### src/rtl/turn_input_ctrl_pkg.sv
// Shared definitions for the turn/keypad controller: mark encodings,
// controller states and the board_flat cell lookup helper.
package turn_input_ctrl_pkg;

    // Largest board the lookup helper can index; callers zero-extend
    // their board_flat to BOARD_W bits.
    localparam int MAX_CELLS = 32;
    localparam int BOARD_W   = 2 * MAX_CELLS;

    localparam logic [1:0] MARK_NONE = 2'b00;
    localparam logic [1:0] MARK_O    = 2'b01;
    localparam logic [1:0] MARK_X    = 2'b10;

    typedef enum logic [1:0] {
        IDLE   = 2'd0,
        RUN    = 2'd1,
        COMMIT = 2'd2
    } state_t;

    // Mark held in cell idx; cell i occupies bits [2i+1:2i].
    function automatic logic [1:0] cell_mark(
        input logic [BOARD_W-1:0] board,
        input logic [31:0]        idx
    );
        logic [1:0] m;
        m = MARK_NONE;
        for (int i = 0; i < MAX_CELLS; i++) begin
            if (idx == 32'(i)) begin
                m = board[2*i +: 2];
            end
        end
        return m;
    endfunction

endpackage

### src/rtl/turn_input_ctrl_if.sv
// Keypad strobe in / accepted move out bundle.
// master: keypad side (drives key_*), slave: controller (drives move_*).
interface turn_input_ctrl_if #(
    parameter int KEY_W = 4
);
    logic             key_valid;
    logic [KEY_W-1:0] key_code;
    logic             move_valid;
    logic [KEY_W-1:0] move_loc;
    logic [1:0]       move_mark;

    modport master (
        output key_valid, key_code,
        input  move_valid, move_loc, move_mark
    );

    modport slave (
        input  key_valid, key_code,
        output move_valid, move_loc, move_mark
    );
endinterface

### src/rtl/turn_input_ctrl_timer.sv
// turn_timer: per-turn countdown with tick prescaler and digit split.
// Ports: clk, rst, reload, en in; expire (comb), time_hi/time_lo (reg) out.
module turn_timer #(
    parameter int TICK_DIV      = 1,
    parameter int TICKS_PER_SEC = 100,
    parameter int TURN_TICKS    = 800
) (
    input  logic       clk,
    input  logic       rst,
    input  logic       reload,
    input  logic       en,
    output logic       expire,
    output logic [3:0] time_hi,
    output logic [3:0] time_lo
);

    // Counter wide enough for both the budget and the seconds divisor.
    localparam int CW = $clog2(10 * TICKS_PER_SEC);
    localparam int PW = (TICK_DIV > 1) ? $clog2(TICK_DIV) : 1;

    localparam logic [CW-1:0] CNT_LOAD  = CW'(TURN_TICKS);
    localparam logic [CW-1:0] SEC_DIV   = CW'(TICKS_PER_SEC);
    localparam logic [CW-1:0] TENTH_DIV = CW'(TICKS_PER_SEC / 10);
    localparam logic [PW-1:0] PRE_LAST  = PW'(TICK_DIV - 1);

    logic [PW-1:0] pre;
    logic [CW-1:0] cnt;
    logic          tick;

    function automatic logic [3:0] hi_of(input logic [CW-1:0] c);
        return 4'(c / SEC_DIV);
    endfunction

    function automatic logic [3:0] lo_of(input logic [CW-1:0] c);
        return 4'((c / TENTH_DIV) % CW'(10));
    endfunction

    assign tick   = en && (pre == PRE_LAST);
    // Expiry is the tick that finds the budget already used up.
    assign expire = tick && (cnt == '0);

    always_ff @(posedge clk) begin
        if (rst) begin
            pre     <= '0;
            cnt     <= CNT_LOAD;
            time_hi <= hi_of(CNT_LOAD);
            time_lo <= lo_of(CNT_LOAD);
        end else begin
            time_hi <= hi_of(cnt);
            time_lo <= lo_of(cnt);
            if (reload) begin
                pre <= '0;
                cnt <= CNT_LOAD;
            end else if (en) begin
                pre <= (pre == PRE_LAST) ? '0 : pre + 1'b1;
                if (tick) begin
                    cnt <= (cnt == '0) ? CNT_LOAD : cnt - 1'b1;
                end
            end
        end
    end

endmodule

### src/rtl/turn_input_ctrl.sv
// turn_input_ctrl: validates keypad strobes against the board, emits
// move records, alternates players and forfeits turns on timer expiry.
// Ports: clk, rst, game_active, bus (slave: key_* in, move_* out),
// board_flat in; whos_turn, reject_pulse, timeout_pulse, time_hi/lo out.
module turn_input_ctrl
    import turn_input_ctrl_pkg::*;
#(
    parameter int CELLS         = 9,
    parameter int KEY_W         = 4,
    parameter int TICK_DIV      = 1,
    parameter int TICKS_PER_SEC = 100,
    parameter int TURN_TICKS    = 800,
    parameter bit START_X       = 1'b0
) (
    input  logic                 clk,
    input  logic                 rst,
    input  logic                 game_active,
    turn_input_ctrl_if.slave     bus,
    input  logic [2*CELLS-1:0]   board_flat,
    output logic                 whos_turn,
    output logic                 reject_pulse,
    output logic                 timeout_pulse,
    output logic [3:0]           time_hi,
    output logic [3:0]           time_lo
);

    state_t             state;
    logic [KEY_W-1:0]   code;
    logic [31:0]        key_idx;
    logic [BOARD_W-1:0] board_ext;
    logic               in_run;
    logic               strobe;
    logic               legal;
    logic               accept;
    logic               refuse;
    logic               expire;
    logic               reload;

    assign code      = bus.key_code;
    assign key_idx   = 32'(code);
    assign board_ext = BOARD_W'(board_flat);

    assign in_run = game_active && (state == RUN);
    assign strobe = in_run && bus.key_valid;
    assign legal  = (key_idx < 32'(CELLS)) &&
                    (cell_mark(board_ext, key_idx) == MARK_NONE);
    assign accept = strobe && legal;
    assign refuse = strobe && !legal;

    // Timer only runs in RUN; an accepted move restarts the budget.
    assign reload = !in_run || accept;

    turn_timer #(
        .TICK_DIV      (TICK_DIV),
        .TICKS_PER_SEC (TICKS_PER_SEC),
        .TURN_TICKS    (TURN_TICKS)
    ) u_timer (
        .clk     (clk),
        .rst     (rst),
        .reload  (reload),
        .en      (in_run),
        .expire  (expire),
        .time_hi (time_hi),
        .time_lo (time_lo)
    );

    always_ff @(posedge clk) begin
        if (rst) begin
            state          <= IDLE;
            whos_turn      <= START_X;
            bus.move_valid <= 1'b0;
            bus.move_loc   <= '0;
            bus.move_mark  <= MARK_NONE;
            reject_pulse   <= 1'b0;
            timeout_pulse  <= 1'b0;
        end else begin
            bus.move_valid <= 1'b0;
            reject_pulse   <= 1'b0;
            timeout_pulse  <= 1'b0;
            if (!game_active) begin
                state <= IDLE;
            end else begin
                unique case (state)
                    IDLE:   state <= RUN;
                    COMMIT: state <= RUN;
                    RUN: begin
                        // A legal move beats a same-cycle expiry; an
                        // expiry beats a refused strobe, since the
                        // timer has already reloaded for the next turn.
                        if (accept) begin
                            bus.move_valid <= 1'b1;
                            bus.move_loc   <= code;
                            bus.move_mark  <= whos_turn ? MARK_X : MARK_O;
                            whos_turn      <= ~whos_turn;
                            state          <= COMMIT;
                        end else if (expire) begin
                            timeout_pulse  <= 1'b1;
                            whos_turn      <= ~whos_turn;
                        end else if (refuse) begin
                            reject_pulse   <= 1'b1;
                        end
                    end
                    default: state <= IDLE;
                endcase
            end
        end
    end

endmodule
### src/flat_wrapper.sv
// flat-port wrapper written by rule: the top's interface ports become plain ports
module turn_input_ctrl_flat import turn_input_ctrl_pkg::*;
#(
    parameter int CELLS         = 9,
    parameter int KEY_W         = 4,
    parameter int TICK_DIV      = 1,
    parameter int TICKS_PER_SEC = 100,
    parameter int TURN_TICKS    = 800,
    parameter bit START_X       = 1'b0
)
  (clk, rst, game_active, board_flat, whos_turn, reject_pulse, timeout_pulse, time_hi, time_lo, bus_key_valid, bus_key_code, bus_move_valid, bus_move_loc, bus_move_mark);
  turn_input_ctrl_if #(.KEY_W(KEY_W)) bus_i ();
  input  logic clk;
  input  logic rst;
  input  logic game_active;
  input  logic [2*CELLS-1:0] board_flat;
  output logic whos_turn;
  output logic reject_pulse;
  output logic timeout_pulse;
  output logic [3:0] time_hi;
  output logic [3:0] time_lo;
  input wire logic [$bits(bus_i.key_valid)-1:0] bus_key_valid;
  input wire logic [$bits(bus_i.key_code)-1:0] bus_key_code;
  output wire logic [$bits(bus_i.move_valid)-1:0] bus_move_valid;
  output wire logic [$bits(bus_i.move_loc)-1:0] bus_move_loc;
  output wire logic [$bits(bus_i.move_mark)-1:0] bus_move_mark;
  assign bus_i.key_valid = bus_key_valid;
  assign bus_i.key_code = bus_key_code;
  assign bus_move_valid = bus_i.move_valid;
  assign bus_move_loc = bus_i.move_loc;
  assign bus_move_mark = bus_i.move_mark;
  turn_input_ctrl #(.CELLS(CELLS), .KEY_W(KEY_W), .TICK_DIV(TICK_DIV), .TICKS_PER_SEC(TICKS_PER_SEC), .TURN_TICKS(TURN_TICKS), .START_X(START_X)) u_core (.clk(clk), .rst(rst), .game_active(game_active), .bus(bus_i), .board_flat(board_flat), .whos_turn(whos_turn), .reject_pulse(reject_pulse), .timeout_pulse(timeout_pulse), .time_hi(time_hi), .time_lo(time_lo));
endmodule
### config.mk
export PLATFORM = sky130hd
export DESIGN_NAME = turn_input_ctrl_flat
export DESIGN_NICKNAME = d
export VERILOG_FILES = /design/src/rtl/turn_input_ctrl_pkg.sv /design/src/rtl/turn_input_ctrl_if.sv /design/src/rtl/turn_input_ctrl_timer.sv /design/src/rtl/turn_input_ctrl.sv /design/src/flat_wrapper.sv
export SDC_FILE = /design/constraint.sdc
export NUM_CORES = 1
export LEC_CHECK = 0
export ABC_AREA = 1
export BUFFER_PORTS_ARGS = -buffer_cell sky130_fd_sc_hd__buf_4
export CAP_MARGIN = 5
export CORE_ASPECT_RATIO = 0.9
export CORE_UTILIZATION = 40
export DETAILED_ROUTE_END_ITERATION = 10
export HOLD_SLACK_MARGIN = 0.06
export PLACE_DENSITY = 0.59
export SLEW_MARGIN = 5
export SYNTH_ARGS = -nofsm -noshare
export SYNTH_HDL_FRONTEND = slang
export SYNTH_HIERARCHICAL = 1
export SYNTH_SLANG_ARGS = --single-unit
### constraint.sdc
create_clock -name clk -period 7.65 [get_ports clk]
set_clock_uncertainty 0.2 [all_clocks]
set_input_delay 0.765 -clock clk [delete_from_list [all_inputs] [get_ports clk]]
set_output_delay 0.765 -clock clk [all_outputs]
set_load 0.005 [all_outputs]
==> results of run 1 <==
==> per-stage QoR <==
stage                     worst slack (ns)  hold WS [ns]  power (W)  cell area (um2)  std cells
final                                 2.71         0.269   0.000361             3310        577
after global routing                  2.20         0.290   0.000382             3310        577
after CTS                             2.68         0.275   0.000369             3310        577
after detailed placement              2.70         0.258   0.000231             3210        569
after global placement                2.85         0.255   0.000230             3210        569
after floorplan                       3.28         0.244   0.000208             2820        441
==> power by group through the flow <==
stage               clock [W]  combinational [W]  sequential [W]
global placement            0          0.0000663        0.000164
floorplan                   0          0.0000434        0.000164
detailed placement          0          0.0000668        0.000164
global route         0.000147          0.0000749        0.000161
finish               0.000134          0.0000663        0.000161
CTS                  0.000142          0.0000670        0.000161
==> final cells by class <==
class	count	area [um2]	share of cell area, %
clock inverters	2	12.5	0.379
well taps	90	113	3.41
multi-input cells	337	1910	57.7
repair buffers	43	323	9.77
clock buffers	6	82.6	2.50
inverters	69	268	8.10
flip-flops and latches	30	601	18.2
==> worst max-delay path: cells and delay by family, from the launching register on <==
| family | cells | cell delay (ns) |
|---|---|---|
| fa+ha+maj | 2 | 0.35 |
| simple gates | 29 | 2.99 |
| buf+inv | 5 | 0.29 |
| flops | 1 | 0.51 |
| compound gates | 4 | 0.52 |
==> sequential cells by signal, summed over array words and instances (netlist names) <==
register / cells
u_core/u_timer/cnt: 10
u_core/bus.move_loc: 4
u_core/u_timer/time_hi: 4
u_core/u_timer/time_lo: 4
u_core/bus.move_mark: 2
u_core/state: 2
u_core/bus.move_valid: 1
u_core/reject_pulse: 1
u_core/timeout_pulse: 1
u_core/whos_turn: 1
==> worst paths after layout <==
path / end / from / depth (start not counted)
max: u_core/u_timer/time_lo[3] / u_core/u_timer/cnt[9] / 40
min: u_core/bus.move_loc[2] / u_core/bus.move_loc[2] / 2
max reg2reg: u_core/u_timer/time_lo[3] / u_core/u_timer/cnt[9] / 40
min reg2reg: u_core/bus.move_loc[2] / u_core/bus.move_loc[2] / 2
==> metal layers <==
layer / share of wire (%) / global-route usage (%)
met3: 2.1 / 3.33
met4: 0.60 / 4.84
met5: 0 / 0
met1: 48 / 22.7
met2: 49 / 33.0
==> kinds of logic after synthesis <==
| logic type | after synthesis | share of synthesized area [%] |
|---|---|---|
| AO/OA/AOI/OAI | 40 | 9.54 |
| buffers and inverters | 74 | 11.1 |
| flip-flops | 30 | 21.3 |
| adder cells (fa/ha/maj) | 9 | 3.99 |
| XOR/XNOR | 7 | 2.17 |
| AND/OR/NAND/NOR | 281 | 51.9 |
==> cells in the final DEF (no fill, tap or decap), types with 5 or more instances in the layout <==
cell / netlist / final
nand2_1: 121 / 121
inv_1: 49 / 49
nand3_1: 44 / 44
buf_4: 3 / 43
nor2_1: 36 / 36
dfxtp_1: 30 / 30
nand2_2: 24 / 24
inv_2: 15 / 15
a21oi_1: 15 / 15
nand4_1: 13 / 13
nand2_4: 10 / 10
nor3_1: 9 / 9
ha_1: 9 / 9
nand3_2: 7 / 7
clkbuf_8: 0 / 6
o21ai_0: 5 / 5
==> impl_metrics.py, run 1 <==
metrics = {
    "run_status": {
        "outcome": "complete, no violations",
    },
    "final_layout": {
        "fillers": 730,
        "nets": 521,
        "num_antenna_cells": 0,
        "drive_gt1_share_pct": 27.3,
        "postLayoutCoreUtil_pct": 49.4,
        "syn_to_final_growth_pct": 17.2,
    },
    "route": {
        "wl_per_cell_um": 11.5,
        "wirelength_mm": 6.61,
        "via_count": 2837,
        "drtPass1Iterations": 4,
        "drt_drc_violations_left": 0,
        "viasPerCell": 4.92,
        "ant_nets": 0,
        "drt_iter0_drc": 121,
    },
    "floorplanning": {
        "die_width_um": 90.5,
        "initial_utilization_pct": 42.1,
        "row_count": 28,
        "design.die.area_um2": 7390,
        "io_pins": 44,
        "core_area_um2": 6690,
        "die_h_um": 81.7,
    },
    "cts": {
        "tritoncts.num_buffers": 5,
        "clkSinkCount": 30,
        "clkLatencyLatePin_ns": 0.28,
        "path_clk_slew_ns": 0.07,
        "cts_hold_buffers": 0,
        "cts_tree": "built",
        "root_buffer": "clkbuf_8",
        "clockBufferDepth": 2,
        "htree_levels": 2,
        "cts_resized": 0,
        "cts_setup_buffers": 0,
    },
    "worst_setup_path": {
        "crit_type": "reg -> reg",
        "critPathCaptureType": "flop",
        "critPathArrivalTime_ns": 4.96,
        "critical_path_required_ns": 7.66,
        "cp-start-kind": "flop",
        "cpPeakStageDelay_ns": 0.51,
        "crit_fanout": 8,
        "critPathSlowestCell": "dfxtp_1",
        "crit_top_cell": "nand2_1",
        "reg2reg_slack_ns": 2.71,
    },
    "pwr": {
        "power_frac_clock_pct": 37.1,
        "p_per_area_nw_per_um2": 109,
        "swShare_pct": 28.0,
        "switchingPower_w": 0.000101,
        "leakage_nw": 1.73,
        "p_seq_share_pct": 44.5,
        "ir_drop_v": 0.0000907,
        "internal_power_w": 0.000260,
        "pwr-share-comb_pct": 18.4,
    },
    "synthesis": {
        "ys_seq_area_share_pct": 21.3,
        "synthMostInstantiatedCell": "nand2_1",
        "yosysTopAreaCell": "dfxtp_1",
        "synth_edf_count": 0,
        "async_reset_ff_share_pct": 0,
        "yosysTopAreaCellShare_pct": 21.3,
        "avgSynthCellArea_um2": 6.40,
        "ys_ff_latch": 30,
        "synth_area_leaders": "dfxtp_1, nand2_1, nand3_1",
        "synth_fp_nets": 476,
        "ys.flop_type": "dfxtp_1",
        "ys_warn_count": 6,
        "yosysUniqueCellTypes": 39,
        "synth_area_um2": 2820,
        "syn_inst": 441,
        "synth_common_cells": "nand2_1, inv_1, nand3_1, nor2_1, dfxtp_1",
    },
    "grt": {
        "grt-ovfl-total": 0,
        "grt_pass1_wl_mm": 11.0,
        "antenna_found_initial": 0,
        "grt_max_degree": 12,
        "grt_pass1_vias": 2509,
        "track_usage_pct": 18.3,
    },
    "placement": {
        "gp_congestion": 0.816,
        "dp_hpwl_mm": 5.53,
        "numPortBuffers": 43,
    },
    "sta": {
        "setup_tns_ns": 0,
        "maxSlewViolCount": 0,
        "rsz0062_at_grt": "no",
        "finalCritPeriodShare_pct": 64.6,
        "period_needed_ns": 4.94,
        "slew_headroom_pct": 61.4,
        "max_freq_mhz": 202,
        "tightestPinTransition_ns": 0.575,
        "hold_viol_final": 0,
        "setup_viol": 0,
    },
    "flow_run": {
        "drv_cap": 0,
    },
    "min_path": {
        "hp-class": "reg -> reg",
    },
}
Note: power is estimated with default switching activity, not from simulation.
==> inputs of run 2 (changes only) <==
- clock period: 7.65 -> 5.08 ns (I/O delays scaled with it)
==> run 2 against run 1 <==
Against the previous run:
- non-clock buffer count grew 6
- critical endpoint unchanged
- worst hold slack lost 0.021 ns
- highest routed layer unchanged
- setup slack lost 2.3 ns
==> impl_metrics.py, run 2 (synthesis results as in run 1) <==
metrics = {
    "grt": {
        "track_usage_pct": 18.0,
        "grt-ovfl-total": 0,
        "grt_max_degree": 12,
        "grt_pass1_vias": 2517,
        "antenna_found_initial": 0,
        "grt_pass1_wl_mm": 11.0,
    },
    "placement": {
        "postPlaceCellArea_um2": 3210,
        "dp_hpwl_mm": 5.45,
        "gp_congestion": 0.816,
        "numPortBuffers": 43,
    },
    "route": {
        "via_count": 2832,
        "drtPass1Iterations": 4,
        "drt_iter0_drc": 102,
        "drt_drc_violations_left": 0,
        "ant_nets": 0,
        "viasPerCell": 4.86,
        "wirelength_mm": 6.58,
        "wl_per_cell_um": 11.3,
    },
    "final_layout": {
        "drive_gt1_share_pct": 30.2,
        "nets": 527,
        "register_area_um2": 611,
        "layout_common_cells": "nand2_1, buf_4, inv_1",
        "num_antenna_cells": 0,
        "fillers": 698,
        "design_area_um2": 3440,
        "mostFrequentLayoutCell": "nand2_1",
        "largest_reg_flops": 10,
        "syn_to_final_growth_pct": 22.1,
        "multi_input_area_um2": 1940,
        "max_flop_register": "u_core/u_timer/cnt",
    },
    "floorplanning": {
        "row_count": 28,
        "die_h_um": 81.7,
        "design.die.area_um2": 7390,
        "initial_utilization_pct": 42.1,
        "die_width_um": 90.5,
        "io_pins": 44,
        "core_area_um2": 6690,
    },
    "worst_setup_path": {
        "cp-startpoint": "u_core/u_timer/cnt[8]",
        "cpPeakStageDelay_ns": 0.41,
        "worst_r2r_startpoint": "u_core/u_timer/cnt[8]",
        "crit_type": "reg -> reg",
        "crit_top_cell": "nand2_1",
        "critPathArrivalTime_ns": 4.68,
        "critPathCaptureType": "flop",
        "crit_fanout": 8,
        "critical_path_required_ns": 5.08,
        "critPathSlowestCell": "dfxtp_2",
        "cp-start-kind": "flop",
    },
    "sta": {
        "setup_viol": 0,
        "finalCritPeriodShare_pct": 92.0,
        "tightestPinTransition_ns": 0.510,
        "maxSlewViolCount": 0,
        "slew_headroom_pct": 65.8,
        "hold_viol_final": 0,
        "period_needed_ns": 4.67,
        "timing.hold.ws_ns": 0.248,
        "max_freq_mhz": 214,
    },
    "cts": {
        "path_clk_slew_ns": 0.07,
        "clkLatencyLatePin_ns": 0.27,
        "htree_levels": 2,
        "clkSinkCount": 30,
        "root_buffer": "clkbuf_8",
        "cts_tree": "built",
        "clockBufferDepth": 2,
        "tritoncts.num_buffers": 5,
        "cts_hold_buffers": 0,
    },
    "pwr": {
        "pwr-share-comb_pct": 16.0,
        "power_frac_clock_pct": 46.4,
        "ir_drop_v": 0.000194,
        "internal_power_w": 0.000492,
        "p_seq_share_pct": 37.6,
        "p_per_area_nw_per_um2": 186,
        "switchingPower_w": 0.000148,
        "leakage_nw": 1.79,
        "swShare_pct": 23.1,
    },
    "min_path": {
        "hp-class": "in -> reg",
        "min_from": "game_active",
    },
    "run_status": {
        "outcome": "complete, no violations",
    },
    "flow_run": {
        "drv_cap": 0,
    },
}
-- run 2: changes by cell type in the layout (fill, tap and decap cells not counted), moves of 3 or more --
| cell | change |
|---|---|
| buf_4 | +6 |
| dfxtp_1 | -4 |
| nand3_1 | -3 |
| nand3_2 | +3 |
-- run 2: power by group through the flow --
stage	Combinational (W)	Sequential (W)	Clock (W)
detailed placement	0.000100	0.000247	0
global route	0.000115	0.000241	0.000314
global placement	0.0000998	0.000247	0
CTS	0.000100	0.000242	0.000304
floorplan	0.0000654	0.000247	0
finish	0.000103	0.000241	0.000297
-- run 2: per-stage QoR --
step	TNS (ns)	total power [W]	util, %	setup slack (ns)	std cells
finish	0	0.000641	51.5	0.406	583
global route	-0.00955	0.000670	51.5	-0.00955	583
CTS	0	0.000647	50.1	0.119	577
detailed placement	0	0.000347	48.0	0.139	569
global placement	0	0.000347	48.0	0.280	569
floorplan	0	0.000313	-	0.712	441
-- run 2: worst max-delay path, delay by kind of cell, from the launching register on --
| kind | cells | cell delay (ns) |
|---|---|---|
| buffers and inverters | 5 | 0.42 |
| AOI/OAI and AO/OA | 5 | 0.89 |
| DFF | 1 | 0.41 |
| and+or+nand+nor | 25 | 2.32 |
| adders and majority gates | 2 | 0.38 |
-- run 2: final timing paths --
check,to,slack [ns],depth (start not counted)
max,u_core/u_timer/time_lo[3],0.41,37
min reg2reg,u_core/bus.move_loc[2],0.27,2
min,u_core/state[0],0.25,3
max reg2reg,u_core/u_timer/time_lo[3],0.41,37
-- run 2: what timing repair did --
item,4_1_cts,5_1_grt
gates resized for setup,0,15
setup endpoints to repair,0,3
setup buffers,0,6
-- run 2: layout make-up --
cell class / count / area share [%]
sequential: 30 / 17.7
inverter: 69 / 7.78
clock buffer: 6 / 2.40
multi-input combinational: 337 / 56.4
timing repair buffer: 49 / 10.7
clock inverter: 2 / 1.74
tap: 90 / 3.27
-- run 2: layer usage --
| metal | global-route usage (%) | wire length (um) | vias to the layer above |
|---|---|---|---|
| li1 | - | - | 1527 |
| met1 | 22.4 | 3170 | 1265 |
| met2 | 33.3 | 3200 | 36 |
| met3 | 2.50 | 172 | 4 |
| met4 | 3.87 | 32 | 0 |
| met5 | 0 | 0 | - |
==> inputs of run 3 (changes only) <==
- clock period: 5.08 -> 4.65 ns (I/O delays scaled with it)
==> run 3 against run 2 <==
Against the previous run:
- sequential share of layout area down 1.9 points
- fmax increased by 3.5%
- critical path depth grew 3
- clock power is 14% lower
- first-iteration DRC count down 27%
- critical endpoint unchanged
==> impl_metrics.py, run 3 (synthesis results as in run 1) <==
metrics = {
    "final_layout": {
        "mostFrequentLayoutCell": "nand2_1",
        "postLayoutCoreUtil_pct": 57.8,
        "syn_to_final_growth_pct": 37.2,
        "largest_reg_flops": 10,
        "max_flop_register": "u_core/u_timer/cnt",
        "nets": 552,
        "drive_gt1_share_pct": 40.5,
        "num_antenna_cells": 0,
        "layout_common_cells": "nand2_1, buf_4, inv_1",
    },
    "worst_setup_path": {
        "critical_path_required_ns": 4.66,
        "crit_top_cell": "nand2_2",
        "cpPeakStageDelay_ns": 0.41,
        "crit_type": "reg -> reg",
        "critPathSlowestCell": "dfxtp_4",
        "critPathCaptureType": "flop",
        "crit_fanout": 7,
        "cp-start-kind": "flop",
        "critPathArrivalTime_ns": 4.53,
    },
    "floorplanning": {
        "die_h_um": 81.7,
        "row_count": 28,
        "initial_utilization_pct": 42.1,
        "die_width_um": 90.5,
        "design.die.area_um2": 7390,
        "io_pins": 44,
        "core_area_um2": 6690,
    },
    "cts": {
        "path_clk_slew_ns": 0.07,
        "clockBufferDepth": 2,
        "clkLatencyLatePin_ns": 0.28,
        "root_buffer": "clkbuf_8",
        "tritoncts.num_buffers": 5,
        "htree_levels": 2,
        "clkSinkCount": 30,
        "cts_tree": "built",
    },
    "sta": {
        "slew_headroom_pct": 61.0,
        "tightestPinTransition_ns": 0.580,
        "hold_viol_final": 0,
        "setup_tns_ns": 0,
        "period_needed_ns": 4.52,
        "finalCritPeriodShare_pct": 97.1,
        "rsz0062_at_grt": "yes",
        "maxSlewViolCount": 0,
        "setup_viol": 0,
        "max_freq_mhz": 221,
    },
    "grt": {
        "antenna_found_initial": 0,
        "grt_pass1_wl_mm": 11.0,
        "grt_max_degree": 12,
        "grt_pass1_vias": 2573,
        "track_usage_pct": 18.3,
        "grt-ovfl-total": 0,
    },
    "pwr": {
        "ir_drop_v": 0.000178,
        "p_per_area_nw_per_um2": 168,
        "leakage_nw": 1.98,
        "power_w": 0.000650,
    },
    "route": {
        "wl_met3_um": 129,
        "drtPass1Iterations": 7,
        "via_count": 3023,
        "drt_drc_violations_left": 0,
        "wirelength_mm": 7.24,
        "viasPerCell": 4.97,
        "drt_iter0_drc": 74,
        "wl_met1_mm": 3.29,
        "dr_wl_met2_mm": 3.69,
        "top_layer": "met4",
        "wl_per_cell_um": 11.9,
        "ant_nets": 0,
    },
    "placement": {
        "numPortBuffers": 43,
        "dp_hpwl_mm": 5.51,
        "gp_congestion": 0.869,
    },
    "run_status": {
        "outcome": "complete, no violations",
    },
    "min_path": {
        "hp-class": "in -> reg",
    },
    "flow_run": {
        "drv_cap": 0,
    },
}
==> run 3: report_power, final <==
group / total [W] / switching, W / internal, W
Clock: 0.000255 / 0.0000974 / 0.000157
Combinational: 0.000132 / 0.0000726 / 0.0000594
Sequential: 0.000263 / 0.00000245 / 0.000260
Total: 0.000650 / 0.000173 / 0.000477
==> run 3: layout make-up <==
type	count	area, um2
Multi-Input combinational cell	337	2190
Timing Repair Buffer	74	567
Clock buffer	5	68.8
Sequential cell	30	612
Fill cell	643	2820
Tap cell	90	113
Clock inverter	3	40.0
Inverter	69	275
==> run 3: metrics by stage <==
stage,hold WS [ns],instance area [um2],setup WS (ns),std cells
final,0.196,3870,0.134,608
after global routing,0.195,3870,-0.214,608
after CTS,0.193,3390,0.0206,584
after detailed placement,0.261,3260,-0.0999,576
after global placement,0.255,3260,0.0242,576
after floorplan,0.244,2820,0.282,441
==> run 3: worst max-delay path, delay by kind of cell, from the launching register on <==
| kind | cells | cell delay (ns) |
|---|---|---|
| flops | 1 | 0.41 |
| buf+inv | 4 | 0.21 |
| fa+ha+maj | 2 | 0.31 |
| simple gates | 31 | 2.94 |
| compound gates | 3 | 0.36 |
==> run 3: metal layers <==
metal,up-vias,global-route usage [%]
met2,44,34.7
met5,-,0
li1,1575,-
met3,12,2.78
met1,1392,20.9
met4,0,7.26
==> run 3: path summary, 6_finish.rpt <==
kind	slack [ns]	start	cells after the start	endpoint
worst min register to register	0.27	u_core/bus.move_mark[1]	2	u_core/bus.move_mark[1]
worst min-delay path	0.20	bus_key_code[3]	3	u_core/bus.move_loc[3]
worst max-delay path	0.13	u_core/u_timer/cnt[7]	40	u_core/u_timer/time_lo[3]
worst max register to register	0.13	u_core/u_timer/cnt[7]	40	u_core/u_timer/time_lo[3]
==> run 3: what timing repair did <==
item                                    4_1_cts  5_1_grt
setup buffers                                 0       24
hold buffers                                  0        0
gates resized for setup                       6       74
pin swaps                                     0       41
endpoints found under the setup margin        3        4
